===== src/rtl/mips_mem_pkg.sv =====
// Shared encodings for the data-memory load/store path of the MIPS core.
package mips_mem_pkg;

  localparam int ADDR_W_DEF = 10;

  localparam logic [1:0] SZ_B = 2'b00;
  localparam logic [1:0] SZ_H = 2'b01;
  localparam logic [1:0] SZ_W = 2'b10;

  typedef enum logic [2:0] {
    ST_IDLE = 3'd0,
    ST_RD   = 3'd1,
    ST_LDW  = 3'd2,
    ST_WR   = 3'd3,
    ST_RESP = 3'd4
  } state_t;

endpackage


===== src/rtl/mem_lane_align.sv =====
// Little-endian lane steering: load extract/extend, sub-word store merge and
// alignment check. Purely combinational.
module mem_lane_align
  import mips_mem_pkg::*;
(
  input  logic [31:0] word_i,
  input  logic [31:0] new_i,
  input  logic [1:0]  addr_lo_i,
  input  logic [1:0]  size_i,
  input  logic        signed_i,
  input  logic [1:0]  chk_addr_lo_i,
  input  logic [1:0]  chk_size_i,
  output logic [31:0] ld_data_o,
  output logic [31:0] st_word_o,
  output logic        misaligned_o
);

  logic [7:0]  byte_sel;
  logic [15:0] half_sel;

  always_comb begin
    case (addr_lo_i)
      2'd0:    byte_sel = word_i[7:0];
      2'd1:    byte_sel = word_i[15:8];
      2'd2:    byte_sel = word_i[23:16];
      default: byte_sel = word_i[31:24];
    endcase
    half_sel = addr_lo_i[1] ? word_i[31:16] : word_i[15:0];
  end

  always_comb begin
    case (size_i)
      SZ_B:    ld_data_o = {{24{signed_i & byte_sel[7]}}, byte_sel};
      SZ_H:    ld_data_o = {{16{signed_i & half_sel[15]}}, half_sel};
      default: ld_data_o = word_i;
    endcase
  end

  // Sub-word stores keep the old word and overwrite only the addressed lane.
  always_comb begin
    st_word_o = word_i;
    case (size_i)
      SZ_B: begin
        case (addr_lo_i)
          2'd0:    st_word_o[7:0]   = new_i[7:0];
          2'd1:    st_word_o[15:8]  = new_i[7:0];
          2'd2:    st_word_o[23:16] = new_i[7:0];
          default: st_word_o[31:24] = new_i[7:0];
        endcase
      end
      SZ_H: begin
        if (addr_lo_i[1]) st_word_o[31:16] = new_i[15:0];
        else              st_word_o[15:0]  = new_i[15:0];
      end
      default: st_word_o = new_i;
    endcase
  end

  assign misaligned_o = (chk_size_i == 2'b11)
                      | ((chk_size_i == SZ_H) & chk_addr_lo_i[0])
                      | ((chk_size_i == SZ_W) & (|chk_addr_lo_i));

endmodule


===== src/rtl/mem_access_unit.sv =====
// Load/store initiator for the word-addressed data memory. One request at a
// time; sub-word stores are done as read-modify-write.
module mem_access_unit
  import mips_mem_pkg::*;
#(
  parameter int ADDR_W = ADDR_W_DEF
) (
  input  logic              clk,
  input  logic              rst_n,
  input  logic              req_valid,
  output logic              req_ready,
  input  logic              req_we,
  input  logic [1:0]        req_size,
  input  logic              req_signed,
  input  logic [31:0]       req_addr,
  input  logic [31:0]       req_wdata,
  output logic              rsp_valid,
  input  logic              rsp_ready,
  output logic [31:0]       rsp_rdata,
  output logic              rsp_err,
  output logic              dm_wr,
  output logic [ADDR_W-1:0] dm_addr,
  output logic [31:0]       dm_wdata,
  input  logic [31:0]       dm_rdata,
  output state_t            dbg_state
);

  // Handshake: a request transfers on a rising edge where req_valid and
  // req_ready are both 1; a response transfers where rsp_valid and rsp_ready
  // are both 1. Valid is never withdrawn by this unit before its transfer.

  state_t              state_q, state_d;
  logic                we_q, we_d;
  logic [1:0]          size_q, size_d;
  logic                signed_q, signed_d;
  logic [1:0]          addr_lo_q, addr_lo_d;
  logic [31:0]         wdata_q, wdata_d;
  logic                err_q, err_d;
  logic [31:0]         rdata_q, rdata_d;
  logic                dm_wr_q, dm_wr_d;
  logic [ADDR_W-1:0]   dm_addr_q, dm_addr_d;
  logic [31:0]         dm_wdata_q, dm_wdata_d;

  logic [31:0] ld_data;
  logic [31:0] st_word;
  logic        misaligned;
  logic        unused_addr_hi;

  assign unused_addr_hi = ^req_addr[31:ADDR_W+2];

  mem_lane_align u_align (
    .word_i        (dm_rdata),
    .new_i         (wdata_q),
    .addr_lo_i     (addr_lo_q),
    .size_i        (size_q),
    .signed_i      (signed_q),
    .chk_addr_lo_i (req_addr[1:0]),
    .chk_size_i    (req_size),
    .ld_data_o     (ld_data),
    .st_word_o     (st_word),
    .misaligned_o  (misaligned)
  );

  always_comb begin
    state_d    = state_q;
    we_d       = we_q;
    size_d     = size_q;
    signed_d   = signed_q;
    addr_lo_d  = addr_lo_q;
    wdata_d    = wdata_q;
    err_d      = err_q;
    rdata_d    = rdata_q;
    dm_wr_d    = 1'b0;
    dm_addr_d  = dm_addr_q;
    dm_wdata_d = dm_wdata_q;

    case (state_q)
      ST_IDLE: begin
        if (req_valid) begin
          we_d      = req_we;
          size_d    = req_size;
          signed_d  = req_signed;
          addr_lo_d = req_addr[1:0];
          wdata_d   = req_wdata;
          err_d     = misaligned;
          rdata_d   = 32'd0;
          if (misaligned) begin
            state_d = ST_RESP;
          end else begin
            dm_addr_d = req_addr[ADDR_W+1:2];
            if (req_we && (req_size == SZ_W)) begin
              state_d    = ST_WR;
              dm_wr_d    = 1'b1;
              dm_wdata_d = req_wdata;
            end else begin
              state_d = ST_RD;
            end
          end
        end
      end
      ST_RD: begin
        if (we_q) begin
          state_d    = ST_WR;
          dm_wr_d    = 1'b1;
          dm_wdata_d = st_word;
        end else begin
          state_d = ST_LDW;
        end
      end
      ST_LDW: begin
        rdata_d = ld_data;
        state_d = ST_RESP;
      end
      ST_WR: begin
        state_d = ST_RESP;
      end
      ST_RESP: begin
        if (rsp_ready) state_d = ST_IDLE;
      end
      default: begin
        state_d = ST_IDLE;
      end
    endcase
  end

  always_ff @(posedge clk or negedge rst_n) begin
    if (!rst_n) begin
      state_q    <= ST_IDLE;
      we_q       <= 1'b0;
      size_q     <= SZ_B;
      signed_q   <= 1'b0;
      addr_lo_q  <= 2'd0;
      wdata_q    <= 32'd0;
      err_q      <= 1'b0;
      rdata_q    <= 32'd0;
      dm_wr_q    <= 1'b0;
      dm_addr_q  <= '0;
      dm_wdata_q <= 32'd0;
    end else begin
      state_q    <= state_d;
      we_q       <= we_d;
      size_q     <= size_d;
      signed_q   <= signed_d;
      addr_lo_q  <= addr_lo_d;
      wdata_q    <= wdata_d;
      err_q      <= err_d;
      rdata_q    <= rdata_d;
      dm_wr_q    <= dm_wr_d;
      dm_addr_q  <= dm_addr_d;
      dm_wdata_q <= dm_wdata_d;
    end
  end

  assign req_ready = (state_q == ST_IDLE);
  assign rsp_valid = (state_q == ST_RESP);
  assign rsp_rdata = rdata_q;
  assign rsp_err   = err_q;
  assign dm_wr     = dm_wr_q;
  assign dm_addr   = dm_addr_q;
  assign dm_wdata  = dm_wdata_q;
  assign dbg_state = state_q;

endmodule


===== config.mk =====
export PLATFORM = sky130hd
export DESIGN_NAME = mem_access_unit
export DESIGN_NICKNAME = d
export VERILOG_FILES = /design/src/rtl/mips_mem_pkg.sv /design/src/rtl/mem_lane_align.sv /design/src/rtl/mem_access_unit.sv
export SDC_FILE = /design/constraint.sdc
export NUM_CORES = 1
export LEC_CHECK = 0
export CORE_ASPECT_RATIO = 0.5
export CORE_MARGIN = 2
export CORE_UTILIZATION = 50
export CTS_CLUSTER_SIZE = 10
export DETAILED_ROUTE_END_ITERATION = 8
export GPL_TIMING_DRIVEN = 0
export HOLD_SLACK_MARGIN = 0.1
export PLACE_DENSITY_LB_ADDON = 0.15
export SLEW_MARGIN = 20
export SYNTH_ARGS = -nofsm -noshare
export SYNTH_HDL_FRONTEND = slang
export SYNTH_SLANG_ARGS = --single-unit

===== constraint.sdc =====
create_clock -name clk -period 5.8 [get_ports clk]
set_input_delay 0.87 -clock clk [delete_from_list [all_inputs] [get_ports clk]]
set_output_delay 0.87 -clock clk [all_outputs]
set_load 0.02 [all_outputs]

==> results.yml, run 1 <==
power_and_ir_drop:
  clock_power_share_pct: 24.0
  netSwitchingPower_mw: 2.00
  powerDensity_nw_per_um2: 597
  cellInternalPower_mw: 3.13
  vdd_ir_drop_max_mv: 0.312
  leakagePower_nw: 3.59
  pwr-share-comb_pct: 47.4
  switching_share_pct: 39.0
  p_seq_share_pct: 28.7
synth:
  synth_compound_area_share_pct: 22.0
  synthFlopType: "dfrtp_1"
  syn-num-nets: 689
  yosys.area_share.simple_pct: 8.80
  muxShareOfSynthArea_pct: 16.4
  yosysSeqAreaShare_pct: 48.4
  synthArstFlopShare_pct: 100
  ys_seq_elements: 117
  synth_cells: 585
  synth_edf_count: 0
  synth_top_family_by_area: "compound AO/OA/AOI/OAI gates"
  synthXorXnorAreaFrac_pct: 0
  synthAdderAreaFrac_pct: 0
  yosysUniqueCellTypes: 43
  synthesis.area_um2: 6050
  syn_area_per_cell_um2: 10.3
  yosys_warnings: 0
critical_path:
  crit_fanout: 10
  end_kind: "output pin"
  crit_type: "register to output pin"
  cp_data_arrival_time_ns: 1.85
  required_ns: 4.93
  start_kind: "register"
cts:
  htreeDepth: 4
  root_buffer: "clkbuf_16"
  tritoncts: "done"
  hold_buffers: 0
  cts-resized-gates: 0
  post_cts_buffers: 0
  cts.reportedPaths.clkPinSlew_ns: 0.05
  cts_sinks: 117
  cts_buffers: 17
  clockBufferDepth: 2
  clock_latency_ns: 0.41
finish:
  layout.nets: 873
  diodes: 0
  multiInputGateArea_um2: 2850
  fin_cells: 947
  drive_above_1_share_pct: 17.0
  regArea_um2: 2930
  areaGrowthSynthToFinish_pct: 42.3
  fillCellCount: 868
detailed_routing:
  routed.top_layer: "met4"
  routed_wl_mm: 20.5
  wl_met2_mm: 8.99
  post_drt_wl_per_cell_um: 21.6
  drtIter0Drc: 660
  vias: 5721
  ant_nets: 0
  avgViaCountPerCell: 6.04
  wl_met3_mm: 2.47
  drc: 0
  first_pass_iters: 5
  met1Wirelength_mm: 8.65
die:
  core-area_um2: 11800
  ios: 185
  fp.dieW_um: 160
  rows: 28
  initial_utilization_pct: 51.2
  die_area_um2: 13000
  die_h_um: 81.8
sta:
  max-slew-margin-rel_pct: 46.2
  post-route-period-util_pct: 47.0
  rsz0062_at_grt: "false"
  hold_viol_final: 0
  fin_skew_ns: 0.0104
  drv_slew: 0
  finalSetupViolations: 0
  period_needed_ns: 2.72
  finalHoldWorstSlack_ns: 0.386
  tightest_slew_ns: 0.805
  max_freq_mhz: 367
min_path:
  hp-class: "primary input to asynchronous set/reset pin"
global_routing:
  grt_pass1_wl_mm: 31.5
  grt_pass1_vias: 5593
  gr-total-overflow: 0
  grt_max_degree: 73
  track_usage_pct: 32.4
  antenna_found_initial: 0
placed_design:
  routabilityCongestion: 0.992
  portBuffers: 164
  hpwl_mm: 14.7
  dpl.cell_count: 915
run_status:
  status: "completed"
job:
  drv_cap: 0
==> worst max-delay path: stages (launching register included) <==
cell and delay [ns]:
dfrtp_1 0.38, buf_2 0.18, nor3_1 0.23, clkdlybuf4s50_1 0.66
==> final cells by class <==
class | count | area share, %
Buffer | 51 | 2.85
Clock buffer | 22 | 5.28
Tap cell | 165 | 2.40
Sequential cell | 117 | 34.0
Timing Repair Buffer | 165 | 19.4
Clock inverter | 10 | 2.62
Multi-Input combinational cell | 411 | 33.1
Inverter | 6 | 0.262
==> per-layer routing <==
layer | global-route usage [%] | up-vias
met4 | 10.2 | 0
met2 | 49.0 | 337
met5 | 0 | -
li1 | - | 2531
met1 | 44.1 | 2803
met3 | 11.6 | 50
==> worst paths after layout <==
check | startpoint | end | slack, ns | cells after the start
setup / recovery | dbg_state[1] | req_ready | 3.08 | 3
min in group clk | rsp_rdata[5] | rsp_rdata[5] | 0.48 | 2
hold / removal | rst_n | wdata_q[1] | 0.39 | 1
setup reg to reg | dbg_state[1] | dm_wdata[28] | 3.47 | 7
max in group asynchronous | rst_n | rsp_rdata[8] | 4.70 | 2
hold reg to reg | rsp_rdata[5] | rsp_rdata[5] | 0.48 | 2
==> cells in the mapped netlist (all sizes together) (3+ instances only) <==
| cell | number | area [um^2] |
|---|---|---|
| a32oi | 9 | 86.3 |
| dfrtp | 117 | 2930 |
| o211ai | 3 | 22.5 |
| a221o | 24 | 240 |
| nor2b | 6 | 37.5 |
| a21boi | 8 | 60.1 |
| a221oi | 4 | 35.0 |
| o21ai | 84 | 420 |
| clkbuf | 28 | 105 |
| nand2 | 57 | 214 |
| buf | 23 | 140 |
| nor3 | 7 | 35.0 |
| o211a | 5 | 50.1 |
| nor2 | 36 | 135 |
| a22o | 5 | 43.8 |
| mux2i | 16 | 160 |
| a21oi | 42 | 214 |
| mux2 | 73 | 830 |
| inv | 6 | 22.5 |
| o221ai | 11 | 96.3 |
| or3 | 4 | 25.0 |
==> stage by stage <==
stage               instance area, um^2  setup TNS, ns  utilization, %  setup slack, ns  power [mW]
floorplan                          6050              0               -             3.54        2.84
finish                             8600              0            72.9             3.08        5.13
global placement                   7890         -69.80            66.9           -0.604        3.77
global route                       8600              0            72.9             2.98        5.39
CTS                                8600              0            72.9             3.05        5.10
detailed placement                 7920              0            67.1             2.79        3.84
==> power groups by stage <==
stage / Combinational, mW / Sequential [mW] / Clock, mW
6_report: 2.43 / 1.47 / 1.23
5_1_grt: 2.60 / 1.51 / 1.28
4_1_cts: 2.40 / 1.46 / 1.24
3_5_place_dp: 2.37 / 1.47 / 0
3_3_place_gp: 2.32 / 1.46 / 0
2_1_floorplan: 1.16 / 1.69 / 0
==> flip-flops by register name, indices dropped and copies added (netlist names), 2 cells and up <==
name	cells
size_q	2
wdata_q	32
dm_wdata	32
addr_lo_q	2
rsp_rdata	32
dbg_state	3
dm_addr	10
==> cell families (layout without fill, tap and decap cells) <==
logic type | Yosys count | count (layout)
buf+inv | 57 | 254
compound gates | 202 | 202
simple gates | 120 | 120
flops | 117 | 117
mux | 89 | 89
==> cell usage in the layout (no fill, tap or decap), types with 3 or more instances in the layout <==
master,count
dfrtp_1,117
nor2b_1,6
buf_2,16
clkbuf_1,32
a21boi_0,8
a21oi_1,41
a221oi_1,4
o21ai_1,4
nor3_1,7
nand2_1,57
a221o_1,24
o221ai_1,11
buf_6,5
o21ai_0,80
mux2_2,71
or3_1,4
mux2i_1,16
nor2_1,36
a22o_1,5
clkdlybuf4s50_1,163
clkinv_2,3
o211a_1,5
bufinv_16,7
clkbuf_16,17
inv_1,5
a32oi_1,8
o211ai_1,3
Note: power is estimated with default switching activity, not from simulation.
==> run 2: changes to the inputs <==
--- a/config.mk
+++ b/config.mk
@@ -7,7 +7,7 @@
 export LEC_CHECK = 0
 export CORE_ASPECT_RATIO = 0.5
 export CORE_MARGIN = 2
-export CORE_UTILIZATION = 50
+export CORE_UTILIZATION = 43
 export CTS_CLUSTER_SIZE = 10
 export DETAILED_ROUTE_END_ITERATION = 8
 export GPL_TIMING_DRIVEN = 0
==> constraint.sdc (replaced) <==
create_clock -name clk -period 2.2 [get_ports clk]
set_input_delay 0.33 -clock clk [delete_from_list [all_inputs] [get_ports clk]]
set_output_delay 0.33 -clock clk [all_outputs]
set_load 0.02 [all_outputs]
==> run 2 against run 1 <==
Cell area decreased by 0.44%. Worst setup slack got worse by 3.0 ns. Total power increased to 2.5 times the previous value. Final cell count increased by 2.7%. Sequential power increased to 2.7 times the previous value. Register-to-register slack got worse by 3.3 ns. First-iteration DRC count decreased by 34%. Critical endpoint is now rsp_rdata[25]. Largest power group unchanged.
==> results.yml, run 2 (synthesis results as in run 1) <==
sta:
  tns_ns: 0
  fin_skew_ns: 0.00558
  post-route-period-util_pct: 94.5
  period_needed_ns: 2.08
  drv_slew: 0
  worst_slack_ns: 0.120
  max_freq_mhz: 481
  hold_viol_final: 0
  rsz0062_at_grt: "false"
  finalSetupViolations: 0
  tightest_slew_ns: 0.682
  max-slew-margin-rel_pct: 54.2
finish:
  areaGrowthSynthToFinish_pct: 41.7
  drive_above_1_share_pct: 17.7
  layout.nets: 873
  diodes: 0
  mostFrequentLayoutCell: "clkdlybuf4s50_1"
  layout_common_cells: "clkdlybuf4s50_1 (161), dfrtp_1 (117), o21ai_0 (80), mux2_2 (71), nand2_1 (57)"
  fillCellCount: 1138
cts:
  clockBufferDepth: 2
  cts_buffers: 17
  clock_latency_ns: 0.42
  cts_sinks: 117
  post_cts_buffers: 0
  root_buffer: "clkbuf_16"
  cts.reportedPaths.clkPinSlew_ns: 0.06
  tritoncts: "done"
  htreeDepth: 4
die:
  rows: 30
  die_area_um2: 15100
  ios: 185
  die_h_um: 87.8
  fp.dieW_um: 172
  initial_utilization_pct: 44.4
  core-area_um2: 13600
detailed_routing:
  ant_nets: 0
  first_pass_iters: 5
  avgViaCountPerCell: 5.71
  routed_wl_mm: 20.2
  vias: 5551
  drtIter0Drc: 433
  drc: 0
  post_drt_wl_per_cell_um: 20.8
critical_path:
  cp_data_arrival_time_ns: 2.43
  reg2reg_to: "rsp_rdata[25]"
  critPathSlowestCell: "nor3b_4"
  reg2reg_from: "dbg_state[1]"
  crit_chain: "buf_2 -> nor3b_4 -> and2_1 -> clkbuf_1 -> buf_2 -> a221o_1"
  path_buf_inv: 3
  crit_type: "register to register"
  required_ns: 2.55
  crit_fanout: 10
  crit_path_max_incr_delay_ns: 0.50
  critPathTopFamily: "buffers and inverters"
  cp_common_cell: "buf_2"
  reg2reg_depth: 6
  rrSetupSlack_ns: 0.12
  start_kind: "register"
  end_kind: "register"
global_routing:
  grt_pass1_wl_mm: 30.9
  grt_pass1_vias: 5425
  gr-total-overflow: 0
  track_usage_pct: 27.8
  grt_max_degree: 62
  antenna_found_initial: 0
placed_design:
  pre_cts_slack_ns: -0.290
  portBuffers: 164
  hpwl_mm: 15.1
  routabilityCongestion: 0.895
power_and_ir_drop:
  powerDensity_nw_per_um2: 1510
  vdd_ir_drop_max_mv: 0.698
  leakagePower_nw: 3.56
min_path:
  hp-class: "primary input to asynchronous set/reset pin"
job:
  drv_cap: 0
run_status:
  status: "completed"
## run 2: worst max path at each step
stage	from	to	slack, ns	cells after the start
6_report	dbg_state[1]	rsp_rdata[25]	0.12	6
5_1_grt	dbg_state[1]	dm_wdata[30]	0.001	9
4_1_cts	size_q[1]	rsp_rdata[4]	0.02	5
3_5_place_dp	req_valid	dm_wdata[0]	-0.29	7
3_3_place_gp	rst_n	dm_wr	-3.73	1
2_1_floorplan	dbg_state[0]	dm_wdata[24]	0.26	7
## run 2: layer usage
metal	vias to the layer above	wire length, um	GRT usage [%]	part of all wire, %
met5	-	0	0	0
met1	2723	9620	40.2	48
li1	2540	-	-	-
met2	251	8470	40.9	42
met3	37	1800	7.64	8.9
met4	0	315	8.55	1.6
## run 2: repair_timing
action | in CTS | in global routing
hold buffers | 1 | 0
endpoints found under the setup margin | 2 | 43
gates resized for setup | 3 | 12
hold endpoints to repair | 56 | 0
pin swaps | 0 | 0
## run 2: metrics by stage
stage	util [%]	hold WS, ns	instances	instance area (um^2)	total power [mW]
6_report	62.9	0.447	973	8560	12.9
5_1_grt	62.9	0.489	973	8560	13.7
4_1_cts	62.6	0.457	974	8530	12.8
3_5_place_dp	58.4	0.329	942	7960	10.1
3_3_place_gp	58.2	0.466	941	7930	10.0
2_1_floorplan	-	0.0344	585	6050	7.49
## run 2: layout make-up
cell class | count | area (um^2) | area share (%)
Buffer | 50 | 251 | 2.94
Timing Repair Buffer | 166 | 1680 | 19.6
Multi-Input combinational cell | 411 | 2880 | 33.7
Inverter | 6 | 22.5 | 0.263
Clock buffer | 20 | 447 | 5.22
Sequential cell | 117 | 2930 | 34.2
Tap cell | 192 | 240 | 2.80
Clock inverter | 11 | 110 | 1.29
## run 2: power breakdown
group | total [mW] | internal [mW] | switching (mW) | leakage [nW]
combinational | 6.37 | 2.88 | 3.49 | 1.82
sequential | 3.90 | 3.14 | 0.757 | 1.46
clock | 2.65 | 1.67 | 0.982 | 0.275
